[src/rtl/wb_port_arbiter.sv]
// Register-file write-port owner: merges in-order ALU writebacks with buffered
// out-of-order MDU results and tracks outstanding MDU destinations for hazards.
module wb_port_arbiter #(
   parameter int DEPTH = 2,
   parameter int XLEN  = 64
) (
   input  logic                     clk,
   input  logic                     reset,
   input  logic                     alu_wb_en,
   input  logic [4:0]               alu_rd,
   input  logic [XLEN-1:0]          alu_wb_data,
   input  logic                     issue_valid,
   input  logic [4:0]               issue_rd,
   input  logic                     mdu_valid,
   input  logic [4:0]               mdu_rd,
   input  logic [XLEN-1:0]          mdu_data,
   output logic                     mdu_ready,
   output logic                     reg_write,
   output logic [4:0]               rd,
   output logic [XLEN-1:0]          write_data,
   output logic [31:0]              pending_mask,
   output logic [$clog2(DEPTH):0]   fifo_count
);
   localparam int AW    = $clog2(DEPTH);
   localparam int CNT_W = AW + 1;

   logic [4:0]      r_q_rd   [DEPTH];
   logic [XLEN-1:0] r_q_data [DEPTH];
   logic [AW-1:0]   r_wr_ptr, r_rd_ptr;
   logic [CNT_W-1:0] r_count;
   logic            r_reg_write;
   logic [4:0]      r_rd;
   logic [XLEN-1:0] r_write_data;
   logic [31:0]     r_mask;

   logic            w_push, w_pop, w_sel;
   logic [4:0]      w_sel_rd;
   logic [XLEN-1:0] w_sel_data;
   logic [31:0]     w_set, w_clr;

   // Ready looks at the count only: a full FIFO never takes credit for a same-cycle pop.
   assign mdu_ready = (r_count < CNT_W'(DEPTH));
   assign w_push    = mdu_valid && mdu_ready;
   assign w_pop     = !alu_wb_en && (r_count != '0);

   always_comb begin
      w_sel      = 1'b0;
      w_sel_rd   = '0;
      w_sel_data = '0;
      if (alu_wb_en) begin
         w_sel      = 1'b1;
         w_sel_rd   = alu_rd;
         w_sel_data = alu_wb_data;
      end else if (w_pop) begin
         w_sel      = 1'b1;
         w_sel_rd   = r_q_rd[r_rd_ptr];
         w_sel_data = r_q_data[r_rd_ptr];
      end
   end

   always_comb begin
      w_set = '0;
      w_clr = '0;
      if (issue_valid && issue_rd != 5'd0)
         w_set[issue_rd] = 1'b1;
      if (w_pop && r_q_rd[r_rd_ptr] != 5'd0)
         w_clr[r_q_rd[r_rd_ptr]] = 1'b1;
   end

   always_ff @(posedge clk) begin
      if (w_push) begin
         r_q_rd[r_wr_ptr]   <= mdu_rd;
         r_q_data[r_wr_ptr] <= mdu_data;
      end
   end

   always_ff @(posedge clk or posedge reset) begin
      if (reset) begin
         r_wr_ptr     <= '0;
         r_rd_ptr     <= '0;
         r_count      <= '0;
         r_reg_write  <= 1'b0;
         r_rd         <= '0;
         r_write_data <= '0;
         r_mask       <= '0;
      end else begin
         if (w_push) r_wr_ptr <= r_wr_ptr + AW'(1);
         if (w_pop)  r_rd_ptr <= r_rd_ptr + AW'(1);
         case ({w_push, w_pop})
            2'b10:   r_count <= r_count + CNT_W'(1);
            2'b01:   r_count <= r_count - CNT_W'(1);
            default: r_count <= r_count;
         endcase
         r_reg_write <= w_sel && (w_sel_rd != 5'd0);
         if (w_sel) begin
            r_rd         <= w_sel_rd;
            r_write_data <= w_sel_data;
         end
         // Set after clear so a freshly issued op keeps its reservation.
         r_mask <= (r_mask & ~w_clr) | w_set;
      end
   end

   assign reg_write    = r_reg_write;
   assign rd           = r_rd;
   assign write_data   = r_write_data;
   assign pending_mask = r_mask;
   assign fifo_count   = r_count;
endmodule

[config.mk]
export PLATFORM = sky130hd
export DESIGN_NAME = wb_port_arbiter
export DESIGN_NICKNAME = d
export VERILOG_FILES = /design/src/rtl/wb_port_arbiter.sv
export SDC_FILE = /design/constraint.sdc
export NUM_CORES = 1
export LEC_CHECK = 0
export CORE_MARGIN = 2
export CORE_UTILIZATION = 45
export DETAILED_ROUTE_END_ITERATION = 8
export HOLD_SLACK_MARGIN = 0.08
export PLACE_DENSITY = 0.77
export RECOVER_POWER = 100
export SLEW_MARGIN = 20
export SYNTH_ARGS = -nofsm -noshare
export SYNTH_HDL_FRONTEND = slang
export SYNTH_SLANG_ARGS = --single-unit
export TNS_END_PERCENT = 1
[constraint.sdc]
create_clock -name clk -period 3.7 [get_ports clk]
set_input_delay 1.11 -clock clk [delete_from_list [all_inputs] [get_ports clk]]
set_output_delay 1.11 -clock clk [all_outputs]
set_load 0.02 [all_outputs]
==> run summary <==
The run gives -10.7% as the worst slew margin relative to its limit. The checks that failed: max-capacitance violations, max-slew violations. For the via count of the first global-routing pass, the log shows 7,103.

The total CTS buffers is 26. In this run the clock root is driven by a sky130_fd_sc_hd__clkbuf_16. The initial DRC count came out at 382. The total wire length after detailed routing was 24,300 um. The logs give 0.52 ns for the clock latency on the worst-skew pair and 0 for the number of setup violations in the final report. The top fanout value on the critical path was 31. Final hold analysis gives a worst-case slack of 0.371 ns.

The run finished, with violations left. The core region is 22,000 um2. For the overall power, the log shows 9.23 mW. After detailed routing, the number of vias per cell comes to 5.41.

The average wire per standard cell came out at 19.0 um. Across the run, the number of max-cap violations was 2. The part of the cycle the worst path needs was 79.0%; the final-layout fill cell count was 1,723. The synthesis-stage register bit count was 244. The count of vias placed by the detailed router is 6,908, and the number of antenna violations at the first check in global routing is 9. For this run, the leading register cell type out of synthesis is sky130_fd_sc_hd__edfxtp_1.

Global routing used 25.5% of the available met1 tracks. The Yosys step of the flow raised 0 warnings. Yosys mapped a number of flops with a built-in enable equal to 138. Before antenna repair, the detailed router went through 5 iterations.

By startpoint and endpoint, the worst setup path is classified as in2async. The number of distinct library cells after synthesis was 43; the netlist area before placement was 10,100 um2. Setup repair after global routing left no endpoint under its margin. Dividing the synthesized area by the synthesized cell count gives 14.0 um2.

The logs give 67.0% for the post-synthesis sequential area ratio and 1 for the number of H-tree branching levels. Counting every net in the synthesized netlist gives 872. In this run the static leakage power is 5.12 nW. The worst setup path is captured at an asynchronous set/reset pin.

Last weighted congestion value of the routability-driven placer: 0.823. The worst hold path class is reg2reg. The post-detailed-route DRC marker count came out at 0.

The tools report the storage element area as 6800 um2. The maximum vdd ir drop was 440 uV; the arrival time of the worst setup path was 3.47 ns. The die is 154 um wide. The I/O pin count is 253. Data on the critical path is required at its endpoint by 4.25 ns. The number of setup buffers added after CTS came out at 0. Synthesis produced 723 cells. Maximum number of pins on one net before global-route repair: 79. The die extent in y was 154 um; the number of buffers added to fix hold violations after cts was 0.

The top cell type by area accounts for 40.9% of the synthesized area. The final-stage net count was 1,120; the post-detailed-placement half-perimeter wirelength was 16,600 um. The fraction of met3 tracks used by global routing was 5.13%. At the pin with the least slew margin, the transition time is 1.65 ns.

The die footprint was 23,700 um2; the number of pins with negative max-slew slack in the final report was 49. No sink is reached through more buffers than the 3 on the longest clock path. Global routing used 34.9% of the available met2 tracks.

STA classifies the critical path startpoint as a primary input. Ranked by total cell area, the synthesized netlist is headed by sky130_fd_sc_hd__edfxtp_1 (41%), sky130_fd_sc_hd__dfrtp_1 (26%), sky130_fd_sc_hd__mux2i_1 (6.9%), sky130_fd_sc_hd__mux2_2 (4.7%), sky130_fd_sc_hd__nand2_1 (3.2%). The clock period could shrink to 2.92 ns.

The tools report the global-route wire length before repair as 38,100 um. The layer carrying the most global-route usage is met2. The post-CTS clock slew at the launch and capture registers of the worst setup and hold paths works out to 0.06 ns.

The count of cells resized by post-cts repair is 0, and the ratio of total power to cell area is 670 nW/um2. After floorplanning, the core was divided into 54 placement rows. Timing would allow up to 342 MHz. The run gives 0 as the count of final hold-check violations. The number of nets still failing antenna checks after routing came out at 0. Library cell occupying the most area in the post-synthesis netlist: sky130_fd_sc_hd__edfxtp_1. The clock skew after layout is 0.0165 ns. In the final layout, the share of cells above drive strength 1 is 8.79%. TritonCTS built the clock tree. Of all flip-flops after synthesis, the portion carrying an async set or reset was 43.4%.

In the post-synthesis netlist, the cell with the most instances is sky130_fd_sc_hd__edfxtp_1. For this design, the sink count on the clock tree is 244. The commonest cells after synthesis are sky130_fd_sc_hd__edfxtp_1 (138), sky130_fd_sc_hd__dfrtp_1 (106), sky130_fd_sc_hd__nand2_1 (87).

Compared with the post-synthesis result, the final layout area differs by 35.9%. Buffers placed on the I/O ports in this run total 252. The initial utilization of the core area, before any placement, comes to 46.2%.

Summing all multi-input logic gate instances after layout gives 3090 um2. After global routing the overflow that remains totals 0. For the total routing usage reported by global routing, the log shows 20.2%.
per-layer routing:
layer,up-vias,routed length [um]
met2,277,12000
met4,4,612
li1,3232,-
met3,55,1830
met1,3340,9810
met5,-,18
worst paths after layout:
check                                start              end  slack [ns]  cells past startpoint
min in group asynchronous            reset   write_data[35]        1.44                      2
min                        pending_mask[0]  pending_mask[0]        0.37                      0
min reg2reg                pending_mask[0]  pending_mask[0]        0.37                      0
max                                  reset   write_data[27]        0.78                      3
max reg2reg                       r_rd_ptr   write_data[54]        1.13                      4
max in group clk             fifo_count[1]        mdu_ready        0.82                      2
per-stage QoR:
step	cells	util, %	TNS [ns]	instance area, um2	setup WS (ns)
2_1_floorplan	723	-	-21.08	10100	-0.199
3_3_place_gp	1223	58.9	0	12900	0.923
3_5_place_dp	1223	58.9	0	12900	0.907
4_1_cts	1270	62.8	0	13800	0.803
5_1_grt	1274	62.7	0	13800	0.416
6_report	1278	62.7	0	13800	0.777
cells in the final DEF, fill, tap and decap left out, types with 27 or more instances in the layout:
cell,synthesis,final
sky130_fd_sc_hd__dlygate4sd3_1,0,180
sky130_fd_sc_hd__clkdlybuf4s50_1,0,71
sky130_fd_sc_hd__dfrtp_1,106,105
sky130_fd_sc_hd__mux2_2,42,32
sky130_fd_sc_hd__clkbuf_16,0,27
sky130_fd_sc_hd__nand2_1,87,87
sky130_fd_sc_hd__mux2i_1,70,71
sky130_fd_sc_hd__edfxtp_1,138,138
sky130_fd_sc_hd__mux2_1,26,36
sky130_fd_sc_hd__o21ai_0,50,77
power by group:
part	switching (mW)	leakage, nW	total, mW	internal, mW
combinational	1.56	2.26	2.90	1.34
clock	1.02	0.412	2.51	1.49
sequential	0.331	2.45	3.82	3.49
total	2.91	5.12	9.23	6.32
critical path, stage by stage:
cell	delay [ns]
sky130_fd_sc_hd__dlygate4sd3_1	0.55
sky130_fd_sc_hd__clkinvlp_2	0.96
sky130_fd_sc_hd__clkbuf_2	0.82
layout make-up:
type | count | area share [%]
Sequential cell | 244 | 49.4
Antenna cell | 8 | 0.145
Timing Repair Buffer | 263 | 19.0
Clock inverter | 9 | 0.627
Clock buffer | 38 | 5.50
Inverter | 15 | 0.418
Multi-Input combinational cell | 421 | 22.4
Tap cell | 280 | 2.54
sequential cells by signal (all words and copies together) (netlist names):
name          flops
fifo_count        2
r_q_data        128
write_data       64
r_rd_ptr          1
reg_write         1
r_wr_ptr          1
pending_mask     32
r_q_rd           10
rd                5
cells by family (layout without fill, tap and decap cells):
family,count (synthesis),count (layout),synth area share (%)
AO/OA/AOI/OAI,140,140,8.63
AND/OR/NAND/NOR,136,136,6.63
buffers and inverters,58,325,2.55
multiplexers,139,139,14.6
XOR/XNOR,5,5,0.432
adder cells (fa/ha/maj),1,1,0.123
flip-flops,244,244,67.0
other,0,8,0
(Power assumes the default switching activity.)
